==> config.mk <==
export PLATFORM = sky130hd
export DESIGN_NAME = mem_access_unit
export DESIGN_NICKNAME = d
export VERILOG_FILES = /design/src/rtl/mem_access_unit.sv
export SDC_FILE = /design/constraint.sdc
export NUM_CORES = 1
export LEC_CHECK = 0
export ABC_AREA = 1
export ABC_CLOCK_PERIOD_IN_PS = 1900
export CORE_MARGIN = 5
export CORE_UTILIZATION = 40
export CTS_CLUSTER_DIAMETER = 50
export DETAILED_ROUTE_END_ITERATION = 10
export PLACE_DENSITY = 0.78
export SLEW_MARGIN = 20
export SYNTH_ARGS = -nofsm -noshare
export SYNTH_HDL_FRONTEND = slang
export SYNTH_SLANG_ARGS = --single-unit
==> constraint.sdc <==
create_clock -name clk -period 1.9 [get_ports clk]
set_input_delay 0.57 -clock clk [delete_from_list [all_inputs] [get_ports clk]]
set_output_delay 0.57 -clock clk [all_outputs]
set_load 0.02 [all_outputs]
==> src/rtl/mem_access_unit.sv <==
// mem_access_unit
//   Memory access sequencer placed behind the multicycle control FSM. It takes
//   the memory_read / memory_write / ir_write / lorD strobes, picks the address
//   (pc_in or alu_out_in), runs a req/ack access on a variable-latency bus and
//   captures read data into IR or MDR. stall holds the core while the access
//   is outstanding.
//
// Ports
//   clk, rst_n          clock, asynchronous active-low reset
//   memory_read/_write  access strobes from the control FSM (write wins)
//   ir_write            read data destination: 1 = IR, 0 = MDR
//   lorD                address select: 0 = pc_in, 1 = alu_out_in
//   pc_in, alu_out_in   address sources
//   write_data_in       store data
//   stall               freeze request to the core
//   instr_out, mdr_out  IR and MDR contents
//   bus_req/_we/_addr/_wdata, bus_ack, bus_rdata   memory bus
//   bus_error           sticky error (misaligned address or timeout)
//   dbg_state           current FSM state (0 IDLE, 1 WAIT, 2 DONE)
//
// Bus handshake: bus_req is high only in WAIT, and bus_addr / bus_we /
// bus_wdata are stable while it is high. The access completes on the first
// cycle in which bus_ack is sampled high with bus_req high; bus_rdata is
// valid in that same cycle. bus_ack outside WAIT has no effect.
module mem_access_unit #(
  parameter int ADDR_WIDTH     = 32,
  parameter int DATA_WIDTH     = 32,
  parameter int TIMEOUT_CYCLES = 255
) (
  input  logic                  clk,
  input  logic                  rst_n,
  input  logic                  memory_read,
  input  logic                  memory_write,
  input  logic                  ir_write,
  input  logic                  lorD,
  input  logic [ADDR_WIDTH-1:0] pc_in,
  input  logic [ADDR_WIDTH-1:0] alu_out_in,
  input  logic [DATA_WIDTH-1:0] write_data_in,
  output logic                  stall,
  output logic [DATA_WIDTH-1:0] instr_out,
  output logic [DATA_WIDTH-1:0] mdr_out,
  output logic                  bus_req,
  output logic                  bus_we,
  output logic [ADDR_WIDTH-1:0] bus_addr,
  output logic [DATA_WIDTH-1:0] bus_wdata,
  input  logic                  bus_ack,
  input  logic [DATA_WIDTH-1:0] bus_rdata,
  output logic                  bus_error,
  output logic [1:0]            dbg_state
);

  typedef enum logic [1:0] {
    ST_IDLE = 2'd0,
    ST_WAIT = 2'd1,
    ST_DONE = 2'd2
  } state_e;

  // Counter value of the last WAIT cycle before the access is abandoned.
  localparam logic [7:0] TMO_LAST = 8'(TIMEOUT_CYCLES - 1);

  state_e                state_q, state_d;
  logic [7:0]            cnt_q, cnt_d;
  logic                  bus_req_q, bus_req_d;
  logic                  bus_we_q, bus_we_d;
  logic                  dest_ir_q, dest_ir_d;
  logic                  bus_error_q, bus_error_d;
  logic [ADDR_WIDTH-1:0] bus_addr_q, bus_addr_d;
  logic [DATA_WIDTH-1:0] bus_wdata_q, bus_wdata_d;
  logic [DATA_WIDTH-1:0] ir_q, ir_d;
  logic [DATA_WIDTH-1:0] mdr_q, mdr_d;
  logic [ADDR_WIDTH-1:0] addr_sel;
  logic                  req_seen;

  always_comb begin
    state_d     = state_q;
    cnt_d       = cnt_q;
    bus_req_d   = bus_req_q;
    bus_we_d    = bus_we_q;
    dest_ir_d   = dest_ir_q;
    bus_error_d = bus_error_q;
    bus_addr_d  = bus_addr_q;
    bus_wdata_d = bus_wdata_q;
    ir_d        = ir_q;
    mdr_d       = mdr_q;
    req_seen    = memory_read | memory_write;
    addr_sel    = lorD ? alu_out_in : pc_in;

    case (state_q)
      ST_IDLE: begin
        if (req_seen) begin
          bus_addr_d  = addr_sel;
          bus_wdata_d = write_data_in;
          // A write never captures data, even if ir_write is also set.
          dest_ir_d   = ir_write & ~memory_write;
          cnt_d       = 8'd0;
          if (addr_sel[1:0] != 2'b00) begin
            // Misaligned: flag it and finish without touching the bus.
            bus_error_d = 1'b1;
            bus_we_d    = 1'b0;
            state_d     = ST_DONE;
          end else begin
            bus_we_d  = memory_write;
            bus_req_d = 1'b1;
            state_d   = ST_WAIT;
          end
        end
      end
      ST_WAIT: begin
        cnt_d = cnt_q + 8'd1;
        // Ack is checked first so an ack in the timeout cycle still counts.
        if (bus_ack) begin
          if (!bus_we_q) begin
            if (dest_ir_q) ir_d = bus_rdata;
            else           mdr_d = bus_rdata;
          end
          bus_req_d = 1'b0;
          bus_we_d  = 1'b0;
          state_d   = ST_DONE;
        end else if (cnt_q == TMO_LAST) begin
          bus_error_d = 1'b1;
          bus_req_d   = 1'b0;
          bus_we_d    = 1'b0;
          state_d     = ST_DONE;
        end
      end
      ST_DONE: begin
        // Strobes still high here belong to the finished access.
        cnt_d   = 8'd0;
        state_d = ST_IDLE;
      end
      default: begin
        state_d   = ST_IDLE;
        bus_req_d = 1'b0;
        bus_we_d  = 1'b0;
        cnt_d     = 8'd0;
      end
    endcase
  end

  always_ff @(posedge clk or negedge rst_n) begin
    if (!rst_n) begin
      state_q     <= ST_IDLE;
      cnt_q       <= 8'd0;
      bus_req_q   <= 1'b0;
      bus_we_q    <= 1'b0;
      dest_ir_q   <= 1'b0;
      bus_error_q <= 1'b0;
      bus_addr_q  <= '0;
      bus_wdata_q <= '0;
      ir_q        <= '0;
      mdr_q       <= '0;
    end else begin
      state_q     <= state_d;
      cnt_q       <= cnt_d;
      bus_req_q   <= bus_req_d;
      bus_we_q    <= bus_we_d;
      dest_ir_q   <= dest_ir_d;
      bus_error_q <= bus_error_d;
      bus_addr_q  <= bus_addr_d;
      bus_wdata_q <= bus_wdata_d;
      ir_q        <= ir_d;
      mdr_q       <= mdr_d;
    end
  end

  // stall rises combinationally in the request cycle so the control FSM
  // does not advance past the memory state before the access is latched.
  assign stall     = (state_q == ST_WAIT) | ((state_q == ST_IDLE) & req_seen);
  assign bus_req   = bus_req_q;
  assign bus_we    = bus_we_q;
  assign bus_addr  = bus_addr_q;
  assign bus_wdata = bus_wdata_q;
  assign instr_out = ir_q;
  assign mdr_out   = mdr_q;
  assign bus_error = bus_error_q;
  assign dbg_state = state_q;

endmodule

==> flow_summary.json, run 1 <==
{
  "area_delta_synth_final_pct": 59.1,
  "overflow": 0,
  "cp-end-kind": "output port",
  "worst-path-max-fanout": 5,
  "maxSlewHeadroom_pct": 68.3,
  "cp.arrival_ns": 1.30,
  "synthesis.area_um2": 5940,
  "firstDrtPassIters": 4,
  "vias": 5721,
  "hold_ws_ns": 0.0953,
  "ys_warn_count": 0,
  "clk_latency_ns": 0.42,
  "grtUsageTotal_pct": 21.6,
  "maxCapViolations": 0,
  "synth_nets": 832,
  "drive_above_1_share_pct": 7.89,
  "drt_iter0_drc": 206,
  "leakagePower_nw": 4.89,
  "synthArstFlopShare_pct": 100,
  "timing.rr.end": "bus_addr[21]$_DFFE_PN0P_",
  "start_util_pct": 40.8,
  "final_util_pct": 65.0,
  "post-route-period-util_pct": 98.4,
  "synth_top_area_share_pct": 59.9,
  "r2r_cells": 7,
  "status": "finished clean",
  "synth_area_leaders": "dfrtp_1, nand2_1, nand3_1",
  "antenna_cells": 0,
  "reg2reg_slack_ns": 0.39,
  "gp_congestion": 0.897,
  "numClockSinks": 142,
  "hold_class": "input pin to async pin",
  "final_cells": 1172,
  "cts_buffers": 17,
  "startpoint_type": "flop",
  "irDropWorstVdd_uv": 916,
  "root_buffer": "clkbuf_16",
  "post-route-drc-count": 0,
  "ys_types": 25,
  "yosys.area.top_type": "dfrtp_1",
  "dieWidth_um": 132,
  "finalMaxSlewViolations": 0,
  "io_pins": 269,
  "avgViaCountPerCell": 4.88,
  "syn_avg_cell_area_um2": 8.54,
  "crit_start": "dbg_state[0]$_DFFE_PN0P_",
  "r2r_start": "dbg_state[0]$_DFFE_PN0P_",
  "ys_seq_area_share_pct": 59.9,
  "cts_tree": "done",
  "nNetsFinal": 1112,
  "cp.required_ns": 1.33,
  "final_cell_mix": "nand2_1, dfrtp_1, dlygate4sd2_1",
  "finalSetupViolations": 0,
  "netlist_instances": 695,
  "first_global_vias": 5683,
  "critPathKind": "flop to output port",
  "pwr-share-clk_pct": 21.2,
  "placed_cells": 1138,
  "final_common_cell": "nand2_1",
  "p_comb_share_pct": 45.1,
  "wl_mm": 18.8,
  "clk_path_buf_depth": 2,
  "finalSetupTns_ns": 0,
  "power.switching_mw": 6.40,
  "fmax_mhz": 535,
  "grt_pass1_wl_mm": 29.8,
  "p_seq_share_pct": 33.8,
  "rsz0062_at_grt": "yes",
  "swShare_pct": 41.7,
  "rows": 44,
  "synth_edf_count": 0,
  "critPathCapture": "stall",
  "wire_per_inst_um": 16.0,
  "dieArea_um2": 17400,
  "grt_antenna_before_repair": 0,
  "ys_ff_latch": 142,
  "power_density_nw_per_um2": 1620,
  "intPower_mw": 8.94,
  "dp_hpwl_mm": 14.1,
  "cts.clk_slew.worst_paths_ns": 0.06,
  "h-tree-depth": 4,
  "period_minus_slack_ns": 1.87,
  "synth_flop_cell": "dfrtp_1",
  "worst-slew-pin-transition_ns": 0.476,
  "final-hold-violation-count": 0,
  "core_um2": 14500,
  "antenna_left": 0,
  "port_buffers": 268,
  "die_h_um": 132,
  "grt_max_degree": 53,
  "skew_ns": 0.00686
}
worst max-delay path: stages, from the launching register on:
cell and delay, ns:
dfrtp_2 0.46, nor2_4 0.15, o21ai_4 0.07, nand2_2 0.07
buf_6 0.12
registers in the layout (all words and copies together) (netlist names):
name,cells
bus_req,1
bus_addr,32
bus_error,1
instr_out,32
mdr_out,32
bus_wdata,32
bus_we,1
dest_ir_q,1
dbg_state,2
cnt_q,8
synth_stat cells (2+ instances only):
cell,count
inv_1,16
nor2_4,2
buf_6,3
nand3_1,43
o21bai_1,2
nand2_1,324
nor2_1,41
ha_1,2
a31oi_1,31
dfrtp_1,142
clkbuf_1,12
buf_2,22
o21ai_1,31
o21ai_0,12
a21oi_1,2
area by class of cell:
class                   instances  area, um2
clock buffers                  19        453
multi-input cells             497       2150
flip-flops and latches        142       3560
inverters                      17       63.8
well taps                     184        230
fillers                      1266       5090
repair buffers                300       2870
clock inverters                13        130
per-stage QoR:
stage          instance area [um2]  power (mW)  setup WS, ns
2_1_floorplan                 5940        9.00        0.0188
6_report                      9450        15.3        0.0313
3_3_place_gp                  9000        13.0        -0.225
4_1_cts                       9430        15.5       0.00205
3_5_place_dp                  9000        13.2        -0.227
5_1_grt                       9450        16.3       -0.0219
power groups by stage:
stage               logic, mW  registers, mW  clock network (mW)
global placement         7.79           5.20                   0
floorplan                2.11           6.89                   0
finish                   6.91           5.18                3.24
detailed placement       7.91           5.25                   0
CTS                      6.99           5.19                3.30
global route             7.54           5.36                3.43
worst min path at each step:
stage,start,to,slack [ns],cells past startpoint
floorplan,rst_n,bus_addr[0]$_DFFE_PN0P_,0.27,0
global placement,mdr_out[6]$_DFFE_PN0P_,mdr_out[6]$_DFFE_PN0P_,0.45,2
detailed placement,mdr_out[17]$_DFFE_PN0P_,mdr_out[17]$_DFFE_PN0P_,0.46,2
CTS,rst_n,instr_out[8]$_DFFE_PN0P_,0.1,1
global route,rst_n,instr_out[31]$_DFFE_PN0P_,0.12,1
finish,rst_n,instr_out[8]$_DFFE_PN0P_,0.1,1
timing repair:
action,in CTS,in global routing
pin swaps,1,1
hold buffers,0,0
gates resized for setup,140,2
endpoints found under the setup margin,134,1
buffers inserted,1,1
layer usage:
| layer | vias up | track usage (%) | part of all wire, % |
|---|---|---|---|
| met5 | - | 0 | 0 |
| met2 | 251 | 35.8 | 48 |
| met1 | 2660 | 25.0 | 39 |
| li1 | 2777 | - | - |
| met4 | 0 | 7.83 | 2.3 |
| met3 | 33 | 9.08 | 10 |
logic make-up (layout without fill, tap and decap cells):
kind of cell	Yosys count	after routing	synth area share (%)
flops	142	142	59.9
compound gates	80	80	7.54
xor+xnor	1	1	0.148
buf+inv	56	349	4.45
simple gates	414	414	27.6
fa+ha+maj	2	2	0.421
Power figures use the tool's default switching activity.
==> run 2: changes to the inputs <==
--- a/config.mk
+++ b/config.mk
@@ -16,3 +16,4 @@
 export SYNTH_ARGS = -nofsm -noshare
 export SYNTH_HDL_FRONTEND = slang
 export SYNTH_SLANG_ARGS = --single-unit
+export TNS_END_PERCENT = 30
==> results of run 2 <==
Final layout, timing and power as in run 1 (identical DEF).
==> run 3: changes to the inputs <==
--- a/config.mk
+++ b/config.mk
@@ -7,11 +7,13 @@
 export LEC_CHECK = 0
 export ABC_AREA = 1
 export ABC_CLOCK_PERIOD_IN_PS = 1900
+export CELL_PAD_IN_SITES_DETAIL_PLACEMENT = 1
+export CELL_PAD_IN_SITES_GLOBAL_PLACEMENT = 2
 export CORE_MARGIN = 5
-export CORE_UTILIZATION = 40
+export CORE_UTILIZATION = 23
 export CTS_CLUSTER_DIAMETER = 50
 export DETAILED_ROUTE_END_ITERATION = 10
-export PLACE_DENSITY = 0.78
+export PLACE_DENSITY_LB_ADDON = 0.1
 export SLEW_MARGIN = 20
 export SYNTH_ARGS = -nofsm -noshare
 export SYNTH_HDL_FRONTEND = slang
==> flow_summary.json, run 3 (synthesis results as in run 1) <==
{
  "status": "finished clean",
  "irDropWorstVdd_uv": 627,
  "post-route-period-util_pct": 97.0,
  "rows": 58,
  "dp_hpwl_mm": 17.2,
  "cts_resized": 138,
  "clk_path_buf_depth": 2,
  "die_h_um": 171,
  "grtUsageTotal_pct": 15.8,
  "grt_antenna_before_repair": 3,
  "cp.arrival_ns": 1.27,
  "avgViaCountPerCell": 4.31,
  "maxSlewHeadroom_pct": 69.5,
  "cts_tree": "done",
  "drive_above_1_share_pct": 7.95,
  "h-tree-depth": 4,
  "ctsHoldBuffers": 0,
  "leakagePower_nw": 4.93,
  "cp_cell_sequence": "buf_4 > clkdlybuf4s15_1",
  "layout_setup_ws_ns": 0.0568,
  "worst-slew-pin-transition_ns": 0.458,
  "power_mw": 15.6,
  "dp_slack_ns": -0.505,
  "cp.required_ns": 1.33,
  "finalMaxSlewViolations": 0,
  "grt_pass1_wl_mm": 35.6,
  "dieArea_um2": 29100,
  "root_buffer": "clkbuf_16",
  "final-hold-violation-count": 0,
  "cts_buffers": 17,
  "dpl_cell_area_um2": 9270,
  "hold_ws_ns": 0.0102,
  "io_pins": 269,
  "wl_mm": 22.7,
  "skew_ns": 0.0121,
  "maxCapViolations": 0,
  "port_buffers": 268,
  "overflow": 0,
  "period_minus_slack_ns": 1.84,
  "rsz0062_at_grt": "no",
  "numClockSinks": 142,
  "final_cell_mix": "nand2_1, dfrtp_1, dlygate4sd2_1",
  "final_common_cell": "nand2_1",
  "firstDrtPassIters": 4,
  "clk_latency_ns": 0.42,
  "critPathKind": "flop to output port",
  "post-route-drc-count": 0,
  "power_density_nw_per_um2": 1610,
  "hold_class": "input pin to async pin",
  "grt_max_degree": 39,
  "antenna_left": 0,
  "dieWidth_um": 171,
  "cp_slowest_cell": "dfrtp_1",
  "vias": 5713,
  "nNetsFinal": 1118,
  "startpoint_type": "flop",
  "finalSetupViolations": 0,
  "area_delta_synth_final_pct": 63.5,
  "finalInstanceArea_um2": 9700,
  "first_global_vias": 6192,
  "cpPeakStageDelay_ns": 0.42,
  "gp_congestion": 0.725,
  "postCtsSetupBuffers": 0,
  "cp-end-kind": "output port",
  "fmax_mhz": 543,
  "start_util_pct": 23.4,
  "core_um2": 25300,
  "cts.clk_slew.worst_paths_ns": 0.07,
  "worst-path-max-fanout": 3,
  "drt_iter0_drc": 235,
  "wire_per_inst_um": 17.1
}
==> run 3: cell count changes in the layout (fill, tap and decap cells not counted), moves of 2 or more <==
cell,before,now
dfrtp_1,140,142
clkdlybuf4s15_1,0,2
dlygate4sd2_1,135,133
dfrtp_2,2,0
clkinv_4,4,1
buf_12,9,11
buf_4,23,27
diode_2,0,2
inv_6,3,6
==> run 3: path summary, 6_finish.rpt <==
| kind | startpoint | endpoint | slack, ns | depth (start not counted) |
|---|---|---|---|---|
| min | rst_n | cnt_q[3]$_DFFE_PN0N_ | 0.01 | 1 |
| min reg2reg | mdr_out[8]$_DFFE_PN0P_ | mdr_out[8]$_DFFE_PN0P_ | 0.46 | 2 |
| max | dbg_state[1]$_DFFE_PN0P_ | dbg_state[1] | 0.06 | 2 |
| max in group asynchronous | rst_n | bus_wdata[26]$_DFFE_PN0P_ | 1.33 | 2 |
| max reg2reg | dbg_state[0]$_DFFE_PN0P_ | bus_addr[21]$_DFFE_PN0P_ | 0.28 | 7 |
| min in group clk | mdr_out[8]$_DFFE_PN0P_ | mdr_out[8]$_DFFE_PN0P_ | 0.46 | 2 |
==> run 3: critical path, delay by kind of cell (launching register included) <==
family	cells	cell delay, ns
DFF	1	0.42
buffers and inverters	2	0.45
==> run 3: report_power, final <==
part	switching, mW	leakage [nW]	internal, mW
Sequential	0.713	1.77	4.42
Combinational	4.45	2.87	2.61
Clock	1.43	0.288	2.01
Total	6.59	4.93	9.04
==> run 3: metal layers <==
| metal | routed length [um] | global-route usage [%] |
|---|---|---|
| met5 | 10 | 0 |
| met2 | 10400 | 24.9 |
| met1 | 9430 | 19.0 |
| met3 | 2550 | 7.69 |
| met4 | 334 | 5.10 |
==> run 3: final cells by class <==
cell class | count | area (um2)
antenna | 2 | 5.00
clock buffer | 19 | 443
clock inverter | 13 | 153
fill | 3001 | 15600
inverter | 17 | 63.8
multi-input combinational | 497 | 2140
sequential | 142 | 3550
tap | 330 | 413
timing repair buffer | 306 | 2940
==> run 3: metrics by stage <==
step	TNS, ns	utilization, %	std cells
2_1_floorplan	0	-	695
3_3_place_gp	-26.40	36.6	1292
5_1_grt	0	38.3	1326
4_1_cts	-0.0918	38.3	1324
3_5_place_dp	-27.93	36.6	1292
6_report	0	38.3	1326
